<file path="config.mk">
export PLATFORM = sky130hd
export DESIGN_NAME = ahbl_decoder_n
export DESIGN_NICKNAME = d
export VERILOG_FILES = /design/src/rtl/ahbl_decoder_n.sv
export SDC_FILE = /design/constraint.sdc
export NUM_CORES = 1
export LEC_CHECK = 0
export ABC_AREA = 1
export BUFFER_PORTS_ARGS = -buffer_cell sky130_fd_sc_hd__buf_2
export CAP_MARGIN = 15
export CORE_AREA = 3 3 234 236
export DETAILED_ROUTE_END_ITERATION = 10
export DIE_AREA = 0 0 237 239
export PLACE_DENSITY = 0.32
export SYNTH_ARGS = -nofsm -noshare
export SYNTH_HDL_FRONTEND = slang
export SYNTH_SLANG_ARGS = --single-unit
</file>
<file path="constraint.sdc">
create_clock -name clk -period 1.2 [get_ports clk]
set_input_delay 0.06 -clock clk [delete_from_list [all_inputs] [get_ports clk]]
set_output_delay 0.06 -clock clk [all_outputs]
set_load 0.005 [all_outputs]
</file>
<file path="src/rtl/ahbl_decoder_n.sv">
// AHB-Lite address decoder/splitter with built-in default (ERROR) slave.
// Optional unmapped-access capture: AHBL_DECODER_ERRCAPTURE_EN.
module ahbl_decoder_n #(
   parameter int N_PORTS = 4,
   parameter int W_ADDR  = 32,
   parameter int W_DATA  = 32,
   parameter logic [N_PORTS*W_ADDR-1:0] ADDR_MAP  = '0,
   parameter logic [N_PORTS*W_ADDR-1:0] ADDR_MASK = '0
) (
   input  logic                        clk,
   input  logic                        rst,
   input  logic                        src_hready,
   output logic                        src_hready_resp,
   output logic                        src_hresp,
   input  logic [W_ADDR-1:0]           src_haddr,
   input  logic                        src_hwrite,
   input  logic [1:0]                  src_htrans,
   input  logic [2:0]                  src_hsize,
   input  logic [2:0]                  src_hburst,
   input  logic [3:0]                  src_hprot,
   input  logic                        src_hmastlock,
   input  logic [W_DATA-1:0]           src_hwdata,
   output logic [W_DATA-1:0]           src_hrdata,
   output logic [N_PORTS-1:0]          dst_hready,
   input  logic [N_PORTS-1:0]          dst_hready_resp,
   input  logic [N_PORTS-1:0]          dst_hresp,
   output logic [N_PORTS*W_ADDR-1:0]   dst_haddr,
   output logic [N_PORTS-1:0]          dst_hwrite,
   output logic [N_PORTS*2-1:0]        dst_htrans,
   output logic [N_PORTS*3-1:0]        dst_hsize,
   output logic [N_PORTS*3-1:0]        dst_hburst,
   output logic [N_PORTS*4-1:0]        dst_hprot,
   output logic [N_PORTS-1:0]          dst_hmastlock,
   output logic [N_PORTS*W_DATA-1:0]   dst_hwdata,
   input  logic [N_PORTS*W_DATA-1:0]   dst_hrdata,
   output logic                        err_valid,
   output logic [W_ADDR-1:0]           err_addr,
   output logic                        err_write,
   input  logic                        err_clr
);

   localparam int W_SEL = (N_PORTS > 1) ? $clog2(N_PORTS) : 1;

   typedef enum logic [1:0] {
      S_IDLE,
      S_SLV,
      S_ERR1,
      S_ERR2
   } state_t;

   state_t             state_q, state_d;
   logic [W_SEL-1:0]   sel_q, sel_d;
   logic [W_SEL-1:0]   win;
   logic               hit_any;
   logic               miss_acc;

   // Address decode: scan from the top so the lowest matching port wins.
   always_comb begin
      hit_any = 1'b0;
      win     = '0;
      for (int i = N_PORTS - 1; i >= 0; i--) begin
         if ((src_haddr & ADDR_MASK[i*W_ADDR +: W_ADDR])
             == ADDR_MAP[i*W_ADDR +: W_ADDR]) begin
            hit_any = 1'b1;
            win     = W_SEL'(i);
         end
      end
   end

   // An active transfer to no port is accepted outside the ERR1 cycle.
   assign miss_acc = src_hready && (state_q != S_ERR1)
                     && src_htrans[1] && !hit_any;

   assign dst_hready    = {N_PORTS{src_hready}};
   assign dst_haddr     = {N_PORTS{src_haddr}};
   assign dst_hwrite    = {N_PORTS{src_hwrite}};
   assign dst_hsize     = {N_PORTS{src_hsize}};
   assign dst_hburst    = {N_PORTS{src_hburst}};
   assign dst_hprot     = {N_PORTS{src_hprot}};
   assign dst_hmastlock = {N_PORTS{src_hmastlock}};
   assign dst_hwdata    = {N_PORTS{src_hwdata}};

   // Only the winning port sees the real htrans; the rest see IDLE.
   always_comb begin
      dst_htrans = '0;
      for (int i = 0; i < N_PORTS; i++) begin
         if (hit_any && (win == W_SEL'(i)))
            dst_htrans[i*2 +: 2] = src_htrans;
      end
   end

   // Data-phase next state; ERR1 always advances regardless of hready.
   always_comb begin
      state_d = state_q;
      sel_d   = sel_q;
      if (state_q == S_ERR1) begin
         state_d = S_ERR2;
      end else if (src_hready) begin
         if (src_htrans[1]) begin
            if (hit_any) begin
               state_d = S_SLV;
               sel_d   = win;
            end else begin
               state_d = S_ERR1;
            end
         end else begin
            state_d = S_IDLE;
         end
      end
   end

   // Response mux driven from registered state only.
   always_comb begin
      src_hready_resp = 1'b1;
      src_hresp       = 1'b0;
      src_hrdata      = '0;
      unique case (state_q)
         S_IDLE: begin
            src_hready_resp = 1'b1;
         end
         S_SLV: begin
            for (int i = 0; i < N_PORTS; i++) begin
               if (sel_q == W_SEL'(i)) begin
                  src_hready_resp = dst_hready_resp[i];
                  src_hresp       = dst_hresp[i];
                  src_hrdata      = dst_hrdata[i*W_DATA +: W_DATA];
               end
            end
         end
         S_ERR1: begin
            src_hready_resp = 1'b0;
            src_hresp       = 1'b1;
         end
         S_ERR2: begin
            src_hready_resp = 1'b1;
            src_hresp       = 1'b1;
         end
         default: begin
            src_hready_resp = 1'b1;
         end
      endcase
   end

   // State and selected-port registers.
   always_ff @(posedge clk) begin
      if (rst) begin
         state_q <= S_IDLE;
         sel_q   <= '0;
      end else begin
         state_q <= state_d;
         sel_q   <= sel_d;
      end
   end

`ifdef AHBL_DECODER_ERRCAPTURE_EN
   logic              err_valid_q;
   logic [W_ADDR-1:0] err_addr_q;
   logic              err_write_q;

   // Sticky capture of the first unmapped access; a new miss beats clear.
   always_ff @(posedge clk) begin
      if (rst) begin
         err_valid_q <= 1'b0;
         err_addr_q  <= '0;
         err_write_q <= 1'b0;
      end else begin
         if (err_clr)
            err_valid_q <= 1'b0;
         if (miss_acc && (!err_valid_q || err_clr)) begin
            err_valid_q <= 1'b1;
            err_addr_q  <= src_haddr;
            err_write_q <= src_hwrite;
         end
      end
   end

   assign err_valid = err_valid_q;
   assign err_addr  = err_addr_q;
   assign err_write = err_write_q;
`else
   logic unused_err;

   assign unused_err = err_clr ^ miss_acc;
   assign err_valid  = 1'b0;
   assign err_addr   = '0;
   assign err_write  = 1'b0;
`endif

endmodule

</file>
After elaboration in Yosys (flattened, before gate mapping)

Cells that the tools add are included.

Equal/unequal tests: 3
Mux-type cells: 6
Reductions and logical operators: 4

Operators by type and width:

| cell                 | count |
|---|---|
| $mux W32             | 1 |
| $eq A2 B2 Y1 const B | 2 |
| $mux W2              | 2 |
| $reduce_or A2 Y1     | 2 |
| $pmux W1 S3          | 1 |
| $eq A2 B1 Y1 const B | 1 |
| $logic_not A2 Y1     | 1 |
| $pmux W1 S2          | 1 |
| $reduce_bool A2 Y1   | 1 |
| $mux W1              | 1 |

Bits in registers: 2
Input port bits: 218
Logic and storage cells: 14

Longest topological paths before layout

Gate-level depths: netlist of the first run.

Depth in word-level cells: 3
Gate-level depth with buffers: 6
Mapped depth without buffers: 6

Worst setup path before layout of the first run

Ideal clock, no wire load.

Kind: reg2out
Start point: register state_q[1]
End point: output src_hrdata[0]
Arrival: 952 ps
Data required time: 1140 ps
Slack: 188 ps
Cell stages (with the launch flop): 7
Buffers on the path: 2
Cells stage by stage: dfxtp_1 inv_1 ha_1 buf_6 buf_12 nand2_1 inv_1

Cells in the longest elaborated chain, start to end: 2

RTL lines:

| element                | RTL line | source |
|---|---|---|
| start, declared        | 51       | `state_t state_q, state_d;` |
| start signal, assigned | 150      | `state_q <= state_d;` |
| $eq A2 B1 Y1           | 117      | `unique case (state_q)` |
| $mux W32               | 117      |  |
| end, declared          | 23       | `output logic [W_DATA-1:0] src_hrdata,` |

No other way between the ends.

Final worst setup path of the first run

Start point: register state_q[1]
End point: output src_hrdata[10]

The elaborated chain is that of the path after synthesis.

==> summary.md, run 1 <==
| Metric | Value |
|---|---|
| CP Cell Sequence | `inv_2 > ha_4 > buf_12 > nand2_1 > inv_1 > buf_2` |
| RSZ-0062 raised after global routing | `true` |
| Failing checks | `setup timing` |
| Final Skew | `0.000654 ns` |
| Hold path cells | `2` |
| Initial antenna violation count | `0` |
| Average routed wire per standard cell | `between 8 and 9 um` |
| CP bufs+invs | `4` |
| Status | `complete, but fails checks` |
| Final Hold Viols | `0` |
| Row cnt | `84` |
| Final WS setup | `-0.0832 ns` |
| Type of the tightest min-delay check | `in2reg` |
| Core Footprint | `between 0.05 and 0.06 mm^2` |
| Setup-failing EPs final | `32` |
| Total GRT Usage | `2.44%` |
| DP HPWL | `around 6900 um` |
| Clock Sinks | `2` |
| YS warnings | `0` |
| Worst Setup SP | `state_q[1]$_SDFFE_PP0P_` |
| Mapped Cells | `between 400 and 500` |
| Top flop regs | `state_q x2` |
| Post-synth ARST share | `0%` |
| Initial DRT Pass Iterations | `2` |
| CTS Buf Count | `3` |
| #FFs+latches synth | `2` |
| Placer Congestion | `0.660` |
| Register area share after synthesis | `1.28%` |
| IO buf count | `76` |
| CTS Buffer Depth | `2` |
| TNS Setup | `-1.20 ns` |
| Setup crit start kind | `flop` |
| Syn Area/Cell | `7.04 um^2` |
| Antenna diodes | `0` |
| Layout net count | `438` |
| Die Y-Extent | `239 um` |
| Skew-Pair Late Insertion Delay | `0.22 ns` |
| Worst R2R Start | `state_q[1]$_SDFFE_PP0P_` |
| Layout cell share with drive strength beyond 1 | `50.7%` |
| VDD IR max | `773 uV` |
| First-pass GRT wire length | `just over 9000 um` |
| Synth-to-Final Area Change | `-33.9%` |
| Largest net degree at the start of global routing | `16` |
| RR Endpoint | `state_q[0]$_SDFFE_PP0P_` |
| Total power | `~0.00084 W` |
| Vias per inst | `1.30` |
| Die area | `0.0566 mm^2` |
| Share of the synthesized area in the top cell type | `between 80% and 90%` |
| MaxCap Viol Count | `0` |
| Critical Path Max Stage Delay | `0.32 ns` |
| Vias in the first global route | `1158` |
| Crit-path max FO | `15` |
| Hold Startpoint | `rst` |
| Crit share post-route | `107%` |
| # hold bufs at CTS | `0` |
| Vias | `1171` |
| DRT antenna net count | `0` |
| Die W | `237 um` |
| Pleak | `0.987 nW` |
| Max FFs per register | `2` |
| Initial Utilization | `5.92%` |
| Synth cell count leaders | `buf_4, inv_1, nand2_1` |
| Mapped Area | `0.00312 mm^2` |
| Largest Register | `state_q` |
| Worst-path clk slew | `about 0.030 ns` |
| CP required | `1.14 ns` |
| Reg2Reg Setup Slack | `0.16 ns` |
| Congestion Overflow GR | `0` |
| Crit-path slowest cell | `dfxtp_2` |
| Area contributors post-synth | `buf_4, inv_1, nand2_1` |
| Synth area leader | `buf_4` |
| Post-synth EDFFs | `0` |
| Top FF cell, synth | `dfxtp_1` |
| PwrDens | `407 mW/mm^2` |
| H-tree depth | `1` |
| Residual DRC | `0` |
| CP Capture Type | `output port` |
| I/O pin count | `approximately 600` |
| DRT Wirelength | `7990 um` |
| Starting DRC count in detailed routing | `6` |
| Reg2reg path depth | `6` |
| CTS Root Cell | `clkbuf_16` |
| Worst EP arrival | `approximately 1.2 ns` |
| Final Max Tran Viols | `0` |
| CTS tree | `done` |
| Final min period | `1.28 ns` |
| Hold Path End | `state_q[1]$_SDFFE_PP0P_` |
| Crit-path leading delay family | `buffers and inverters` |
| Synth cell types | `14` |
| Max Fclk | `between 700 and 800 MHz` |
| Most numerous cell in the Yosys netlist | `buf_4` |
| Critical setup path kind | `reg2out` |
-- stage by stage --
step / hold WS [ns] / setup WS, ns / instances / util [%] / instance area (um^2)
after global placement: 0.120 / -0.0209 / 897 / 3.55 / 1870
final: 0.00974 / -0.0832 / 901 / 3.91 / 2060
after global routing: 0.0218 / -0.137 / 901 / 3.91 / 2060
after CTS: 0.0119 / -0.158 / 902 / 3.86 / 2030
after detailed placement: 0.120 / -0.0319 / 897 / 3.55 / 1870
after floorplan: 0.129 / 0.188 / 482 / - / 3260
-- cell families (layout without fill, tap and decap cells) --
family                   Yosys count  in the layout  synth area share, %
buffers and inverters            392            123                 90.8
AND/OR/NAND/NOR                   40             40                 5.26
adder cells (fa/ha/maj)            5              5                 2.01
AO/OA/AOI/OAI                      3              3                0.482
flip-flops                         2              2                 1.28
other                              1             40                0.120
-- placed cells by master (no fill, tap or decap) --
master and instances:
a21oi_1 1, a21oi_4 1, buf_12 2, buf_2 74, buf_4 3, buf_6 3
clkbuf_16 3, conb_1 40, dfxtp_2 1, dfxtp_4 1, ha_1 1, ha_2 1
ha_4 3, inv_1 31, inv_2 6, inv_4 1, nand2_1 30, nand2_2 6
nand2_4 2, nand3_1 1, nor2_4 1, o21ai_1 1
-- worst max-delay path by stage --
stage	cells after the start	end	slack [ns]
3_3_place_gp	5	src_hrdata[12]	-0.02
6_report	6	src_hrdata[10]	-0.08
3_5_place_dp	5	src_hrdata[12]	-0.03
5_1_grt	6	src_hrdata[10]	-0.14
4_1_cts	7	src_hrdata[1]	-0.16
2_1_floorplan	6	src_hrdata[0]	0.19
-- where the power goes --
group,internal [W],switching [W]
sequential,0.0000682,0.00000377
clock,0.000423,0.0000697
combinational,0.000124,0.000150
-- final cells by class --
type | count | area (um^2)
fill | 6282 | 50600
tap | 688 | 861
multi-input combinational | 88 | 468
timing repair buffer | 82 | 467
inverter | 38 | 145
clock buffer | 3 | 75.1
sequential | 2 | 45.0
-- worst reg2reg max path: stages (launching register included) --
cell     delay, ns
dfxtp_2       0.32
buf_4         0.15
ha_1          0.22
inv_1         0.09
nand3_1       0.07
nand2_1       0.05
inv_1         0.03
-- metal layers --
metal  share of wire (%)  global-route usage, %
met5                 1.5                   1.52
met4                  11                   2.91
met3                  33                   3.38
met2                  43                   3.78
met1                  12                  0.695
-- repair_timing --
action | 4_1_cts | 5_1_grt
hold endpoints to repair | 0 | 0
gates cloned | 1 | 0
endpoints found under the setup margin | 34 | 34
gates resized for setup | 16 | 14
setup buffers | 1 | 0
pin swaps | 2 | 4
Power figures use the tool's default switching activity.
==> inputs of run 2 (changes only) <==
--- a/config.mk
+++ b/config.mk
@@ -12,6 +12,8 @@
 export DETAILED_ROUTE_END_ITERATION = 10
 export DIE_AREA = 0 0 237 239
 export PLACE_DENSITY = 0.32
+export REMOVE_ABC_BUFFERS = 1
+export SLEW_MARGIN = 5
 export SYNTH_ARGS = -nofsm -noshare
 export SYNTH_HDL_FRONTEND = slang
 export SYNTH_SLANG_ARGS = --single-unit
==> run 2 against run 1 <==
  * The run still ends with setup timing left
  * Sequential share of layout area is 0.32 points lower
  * Worst hold slack better by 0.010 ns
  * Non-clock buffer count is 5 higher
  * Die area stayed put
  * Critical endpoint is now src_hrdata[22]
==> summary.md, run 2 (synthesis gave the netlist of run 1 again) <==
| Metric | Value |
|---|---|
| CTS tree | `done (unchanged)` |
| Hold Startpoint | `rst (unchanged)` |
| Reg power frac | `7.2% (was 8.6%)` |
| CTS Buf Count | `3 (unchanged)` |
| Combinational Power Share | `42.8% (was 32.7%)` |
| Finished Layout Cells | `908 (was 901)` |
| # hold bufs at CTS | `0 (unchanged)` |
| DP HPWL | `31000 um (was 6940 um)` |
| Average routed wire per standard cell | `36.4 um (was 8.86 um)` |
| Reg2reg path depth | `6 (unchanged)` |
| Max FFs per register | `2 (unchanged)` |
| Final Max Tran Viols | `0 (unchanged)` |
| Placer Congestion | `0.662 (was 0.660)` |
| Vias | `1499 (was 1171)` |
| Failing checks | `setup timing (unchanged)` |
| I/O pin count | `602 (unchanged)` |
| Most frequent cells in the layout | `buf_2, conb_1, inv_2 (was buf_2, conb_1, inv_1)` |
| Status | `complete, but fails checks (unchanged)` |
| First-pass GRT wire length | `36500 um (was 9200 um)` |
| DRT Wirelength | `33100 um (was 7990 um)` |
| Final Hold Viols | `0 (unchanged)` |
| CP required | `1.14 ns (about the same)` |
| Die Y-Extent | `239 um (unchanged)` |
| Crit-path max FO | `7 (was 15)` |
| Reg2Reg Setup Slack | `0.21 ns (was 0.16 ns)` |
| Largest Register | `state_q (unchanged)` |
| RR Endpoint | `state_q[0]$_SDFFE_PP0P_ (unchanged)` |
| Most common cell after layout, fill and taps aside | `buf_2 (unchanged)` |
| Final min period | `1.33 ns (was 1.28 ns)` |
| Initial Utilization | `5.92% (unchanged)` |
| Synth-to-Final Area Change | `-22.4% (was -33.9%)` |
| Initial DRT Pass Iterations | `3 (was 2)` |
| MaxCap Viol Count | `0 (unchanged)` |
| Layout net count | `443 (was 438)` |
| Setup-failing EPs final | `27 (was 32)` |
| CP Cell Sequence | `ha_4 > buf_8 > buf_12 > nand2_2 > inv_2 > buf_6 (was inv_2 > ha_4 > buf_12 > nand2_1 > inv_1 > buf_2)` |
| CP Capture Type | `output port (unchanged)` |
| Setup crit start kind | `flop (unchanged)` |
| Vias per inst | `1.65 (was 1.30)` |
| Max Fclk | `753 MHz (was 779 MHz)` |
| DRT antenna net count | `0 (unchanged)` |
| Type of the tightest min-delay check | `in2reg (unchanged)` |
| Top sig layer | `met5 (unchanged)` |
| Skew-Pair Late Insertion Delay | `0.22 ns (about the same)` |
| Crit share post-route | `111% (was 107%)` |
| Clk pwr share | `50.0% (was 58.7%)` |
| Core Footprint | `0.0527 mm^2 (unchanged)` |
| Vias in the first global route | `1448 (was 1158)` |
| IO buf count | `76 (unchanged)` |
| VDD IR max | `518 uV (was 773 uV)` |
| CTS Root Cell | `clkbuf_16 (unchanged)` |
| PwrDens | `415 mW/mm^2 (was 407 mW/mm^2)` |
| RSZ-0062 raised after global routing | `true (unchanged)` |
| Residual DRC | `0 (unchanged)` |
| Final WS setup | `-0.128 ns (was -0.0832 ns)` |
| Met3 routed wirelength | `8770 um (was 2620 um)` |
| M1 WL | `5340 um (was 971 um)` |
| Critical Path Max Stage Delay | `0.37 ns (was 0.32 ns)` |
| Pre-CTS WS | `-0.000319 ns (was -0.0319 ns)` |
| Pleak | `1.15 nW (was 0.987 nW)` |
| Critical setup path kind | `reg2out (unchanged)` |
| Crit-path slowest cell | `dfxtp_4 (was dfxtp_2)` |
| Worst R2R Start | `state_q[0]$_SDFFE_PP0P_ (was state_q[1]$_SDFFE_PP0P_)` |
| Layout cell share with drive strength beyond 1 | `67.9% (was 50.7%)` |
| Hold path cells | `2 (unchanged)` |
| Hold Path End | `state_q[1]$_SDFFE_PP0P_ (unchanged)` |
| Starting DRC count in detailed routing | `50 (was 6)` |
| Largest net degree at the start of global routing | `9 (was 16)` |
| WL met2 | `16900 um (was 3410 um)` |
| Internal power | `0.000696 W (was 0.000616 W)` |
| Total GRT Usage | `11.0% (was 2.44%)` |
| Final Skew | `0.00129 ns (was 0.000654 ns)` |
| Congestion Overflow GR | `0 (unchanged)` |
| CTS Buffer Depth | `2 (unchanged)` |
| Worst-path clk slew | `0.03 ns (about the same)` |
| Die W | `237 um (unchanged)` |
| Top flop regs | `state_q x2 (unchanged)` |
| Row cnt | `84 (unchanged)` |
| Worst EP arrival | `1.27 ns (was 1.22 ns)` |
| Placed Cells | `897 (unchanged)` |
| Initial antenna violation count | `8 (was 0)` |
| H-tree depth | `1 (unchanged)` |
| Switching power total | `0.000306 W (was 0.000224 W)` |
| Die area | `0.0566 mm^2 (unchanged)` |
| Sw frac | `30.5% (was 26.6%)` |
| Clock Sinks | `2 (unchanged)` |
run 2: cell types whose count changed in the layout (fill, tap and decap cells not counted), moves of 2 or more:
cell | previous run | this run
buf_16 | 0 | 3
buf_2 | 74 | 51
buf_6 | 3 | 26
diode_2 | 0 | 2
inv_1 | 31 | 11
inv_2 | 6 | 27
nand2_1 | 30 | 13
nand2_4 | 2 | 20
run 2: worst max path at each step:
stage                                       start  slack [ns]             end
after global routing      state_q[0]$_SDFFE_PP0P_       -0.18  src_hrdata[25]
after floorplan           state_q[1]$_SDFFE_PP0P_       -0.27       src_hresp
after global placement    state_q[0]$_SDFFE_PP0P_       0.001  src_hrdata[12]
after detailed placement  state_q[0]$_SDFFE_PP0P_     -0.0003  src_hrdata[22]
after CTS                 state_q[1]$_SDFFE_PP0P_       -0.14   src_hrdata[1]
final                     state_q[0]$_SDFFE_PP0P_       -0.13  src_hrdata[22]
run 2: repair_timing:
item                                    4_1_cts  5_1_grt
endpoints found under the setup margin       34       34
cloned                                        3        0
setup buffers                                 2        1
pin swaps                                     2        7
gates resized for setup                      98       29
run 2: layout make-up:
type | instances | area [um^2]
Multi-Input combinational cell | 88 | 573
Timing Repair Buffer | 87 | 716
Sequential cell | 2 | 45.0
Clock buffer | 3 | 75.1
Antenna cell | 2 | 5.00
Tap cell | 688 | 861
Inverter | 38 | 143
Fill cell | 6235 | 50200
run 2: metrics by stage:
stage          setup TNS (ns)  area [um^2]  total power (W)  hold WS (ns)  util [%]
2_1_floorplan           -5.20          574         0.000161         0.120         -
3_3_place_gp                0         1870         0.000334         0.120      3.54
3_5_place_dp        -0.000465         1870         0.000334         0.120      3.54
4_1_cts                 -3.32         2290         0.000974        0.0149      4.35
5_1_grt                 -4.70         2410          0.00107        0.0365      4.58
6_report                -3.02         2420          0.00100        0.0200      4.59
run 2: power by group through the flow:
stage / logic, W / registers [W] / clock network, W
after CTS: 0.000393 / 0.0000714 / 0.000510
after floorplan: 0.0000892 / 0.0000718 / 0
after detailed placement: 0.000262 / 0.0000722 / 0
final: 0.000429 / 0.0000718 / 0.000501
after global routing: 0.000477 / 0.0000722 / 0.000526
after global placement: 0.000262 / 0.0000722 / 0
run 2: layer usage:
metal	global-route usage, %	up-vias
li1	-	458
met1	5.35	529
met2	19.8	433
met3	13.5	71
met4	5.70	8
met5	0.842	-
run 2: critical path, delay by kind of cell, from the launching register on:
kind                       cells  cell delay, ns
adders and majority gates      1            0.17
buffers and inverters          4            0.43
and+or+nand+nor                1            0.06
DFF                            1            0.37
==> inputs of run 3 (changes only) <==
--- a/config.mk
+++ b/config.mk
@@ -8,9 +8,10 @@
 export ABC_AREA = 1
 export BUFFER_PORTS_ARGS = -buffer_cell sky130_fd_sc_hd__buf_2
 export CAP_MARGIN = 15
-export CORE_AREA = 3 3 234 236
+export CORE_AREA = 3 3 236 238
+export CTS_BUF_LIST = sky130_fd_sc_hd__clkbuf_2 sky130_fd_sc_hd__clkbuf_4 sky130_fd_sc_hd__clkbuf_8
 export DETAILED_ROUTE_END_ITERATION = 10
-export DIE_AREA = 0 0 237 239
+export DIE_AREA = 0 0 239 241
 export PLACE_DENSITY = 0.32
 export REMOVE_ABC_BUFFERS = 1
 export SLEW_MARGIN = 5
==> run 3 against run 2 <==
  * The flow still finishes with violations (setup timing)
  * Core utilization down 0.49 points
  * Critical path depth is 1 higher
  * Final cell count is 0.99% higher
  * Via count increased by 4.2%
  * First-iteration DRC count up 18%
  * Sequential share of layout area grew 0.18 points
  * Combinational power decreased by 23%
  * Maximum frequency up 4.9%
  * Routed wire length fell by 1.0%
==> summary.md, run 3 (synthesis gave the netlist of run 1 again) <==
| Metric | Value |
|---|---|
| Status | `complete, but fails checks (unchanged)` |
| Failing checks | `setup timing (unchanged)` |
| Setup crit start kind | `flop (unchanged)` |
| Area after DPL | `0.00190 mm^2 (was 0.00187 mm^2)` |
| Row cnt | `85 (was 84)` |
| Sw frac | `33.3% (was 30.5%)` |
| DRT Wirelength | `32700 um (was 33100 um)` |
| Pleak | `1.01 nW (was 1.15 nW)` |
| H-tree depth | `1 (unchanged)` |
| Type of the tightest min-delay check | `in2reg (unchanged)` |
| CP Cell Sequence | `inv_2 > ha_4 > buf_6 > buf_12 > nand2_2 > inv_2 > buf_2 (was ha_4 > buf_8 > buf_12 > nand2_2 > inv_2 > buf_6)` |
| CP Capture Type | `output port (unchanged)` |
| Initial antenna violation count | `16 (was 8)` |
| DP HPWL | `30800 um (was 31000 um)` |
| Critical Path Max Stage Delay | `0.32 ns (was 0.37 ns)` |
| Synth-to-Final Area Change | `-29.3% (was -22.4%)` |
| # hold bufs at CTS | `0 (unchanged)` |
| Initial DRT Pass Iterations | `4 (was 3)` |
| Average routed wire per standard cell | `35.7 um (was 36.4 um)` |
| Worst-path clk slew | `0.03 ns (about the same)` |
| MaxCap Viol Count | `0 (unchanged)` |
| Critical setup path kind | `reg2out (unchanged)` |
| Layout cell share with drive strength beyond 1 | `57.9% (was 67.9%)` |
| WHS | `0.0136 ns (was 0.0200 ns)` |
| Starting DRC count in detailed routing | `59 (was 50)` |
| Congestion Overflow GR | `0 (unchanged)` |
| Final Hold Viols | `0 (unchanged)` |
| Initial Utilization | `5.79% (was 5.92%)` |
| Postcts setup bufs | `0 (was 2)` |
| Largest Register | `state_q (unchanged)` |
| DRT antenna net count | `0 (unchanged)` |
| CTS Buf Count | `3 (unchanged)` |
| Residual DRC | `0 (unchanged)` |
| I/O pin count | `602 (unchanged)` |
| Layout net count | `439 (was 443)` |
| CTS Root Cell | `clkbuf_8 (was clkbuf_16)` |
| Final min period | `1.27 ns (was 1.33 ns)` |
| Final Skew | `0.000784 ns (was 0.00129 ns)` |
| Pre-CTS WS | `0.0288 ns (was -0.000319 ns)` |
| CP required | `1.14 ns (about the same)` |
| Area of the multi-input gates | `480 um^2 (was 573 um^2)` |
| Max Fclk | `790 MHz (was 753 MHz)` |
| IO buf count | `76 (unchanged)` |
| Vias per inst | `1.70 (was 1.65)` |
| CP dominant cell by count | `inv_2` |
| Vias in the first global route | `1444 (was 1448)` |
| Crit share post-route | `105% (was 111%)` |
| Clk pwr share | `39.0% (was 50.0%)` |
| Register Area | `45.0 um^2 (unchanged)` |
| Final WS setup | `-0.0652 ns (was -0.128 ns)` |
| Placer Congestion | `0.651 (was 0.662)` |
| Max FFs per register | `2 (unchanged)` |
| Fillers | `6434 (was 6235)` |
| PwrDens | `300 mW/mm^2 (was 415 mW/mm^2)` |
| Top flop regs | `state_q x2 (unchanged)` |
| Clock Sinks | `2 (unchanged)` |
| Die area | `0.0576 mm^2 (was 0.0566 mm^2)` |
| First-pass GRT wire length | `35600 um (was 36500 um)` |
| CP bufs+invs | `5 (was 4)` |
| Largest net degree at the start of global routing | `21 (was 9)` |
| Core Footprint | `0.0538 mm^2 (was 0.0527 mm^2)` |
| Total GRT Usage | `10.6% (was 11.0%)` |
| Crit-path max FO | `6 (was 7)` |
| CTS tree | `done (unchanged)` |
| Combinational Power Share | `50.2% (was 42.8%)` |
| RSZ-0062 raised after global routing | `true (unchanged)` |
| Final core utilization | `4.10% (was 4.59%)` |
| Most frequent cells in the layout | `buf_2, conb_1, nand2_1 (was buf_2, conb_1, inv_2)` |
| Die Y-Extent | `241 um (was 239 um)` |
| Setup-failing EPs final | `26 (was 27)` |
| Crit-path leading delay family | `buffers and inverters (unchanged)` |
| VDD IR max | `344 uV (was 518 uV)` |
| Switching power total | `0.000220 W (was 0.000306 W)` |
| Internal power | `0.000441 W (was 0.000696 W)` |
| Vias | `1562 (was 1499)` |
| Skew-Pair Late Insertion Delay | `0.21 ns (was 0.22 ns)` |
| Final Max Tran Viols | `0 (unchanged)` |
| Crit-path slowest cell | `dfxtp_2 (was dfxtp_4)` |
| Reg power frac | `10.8% (was 7.2%)` |
| Worst EP arrival | `1.21 ns (was 1.27 ns)` |
| Post-Layout Inst Area | `0.00220 mm^2 (was 0.00242 mm^2)` |
| Die W | `239 um (was 237 um)` |
| CTS Buffer Depth | `2 (unchanged)` |
| Total power | `0.000661 W (was 0.00100 W)` |
| Most common cell after layout, fill and taps aside | `buf_2 (unchanged)` |
run 3: cell types whose count changed in the layout (fill, tap and decap cells not counted), sizes merged:
cell	change
diode	+5
buf	-4
run 3: power groups by stage:
| stage | Combinational, W | Sequential [W] | Clock, W |
|---|---|---|---|
| floorplan | 0.0000892 | 0.0000718 | 0 |
| global placement | 0.000258 | 0.0000721 | 0 |
| detailed placement | 0.000257 | 0.0000721 | 0 |
| CTS | 0.000308 | 0.0000715 | 0.000267 |
| global route | 0.000384 | 0.0000718 | 0.000278 |
| finish | 0.000332 | 0.0000715 | 0.000258 |
run 3: cell type report:
type                            instances  share of cell area [%]
Tap cell                              696                    39.5
Timing Repair Buffer                   83                    27.5
Antenna cell                            7                   0.795
Sequential cell                         2                    2.04
Multi-Input combinational cell         88                    21.8
Inverter                               38                    6.47
Clock buffer                            3                    1.87
run 3: stage by stage:
stage,setup TNS (ns),instances
detailed placement,0,906
global route,-3.26,914
finish,-0.822,917
CTS,-1.25,910
global placement,0,906
floorplan,-5.20,128
run 3: worst paths after layout:
| check | start | to | slack [ns] | cells past startpoint |
|---|---|---|---|---|
| worst max-delay path | state_q[1]$_SDFFE_PP0P_ | src_hrdata[20] | -0.07 | 7 |
| worst min-delay path | rst | state_q[1]$_SDFFE_PP0P_ | 0.01 | 2 |
| worst max register to register | state_q[1]$_SDFFE_PP0P_ | state_q[0]$_SDFFE_PP0P_ | 0.21 | 6 |
| worst min register to register | state_q[1]$_SDFFE_PP0P_ | state_q[1]$_SDFFE_PP0P_ | 0.59 | 3 |
run 3: what timing repair did:
item / in CTS / in global routing
endpoints found under the setup margin: 34 / 34
gates resized for setup: 45 / 35
gates cloned: 1 / 0
pin swaps: 1 / 5
run 3: layer usage:
layer  up-vias  global-route usage (%)  wire length, um
met5         -                   0.246               41
li1        452                       -                -
met1       584                    5.79             5480
met2       448                    19.4            16800
met4         6                    5.81             2090
met3        72                    11.6             8370
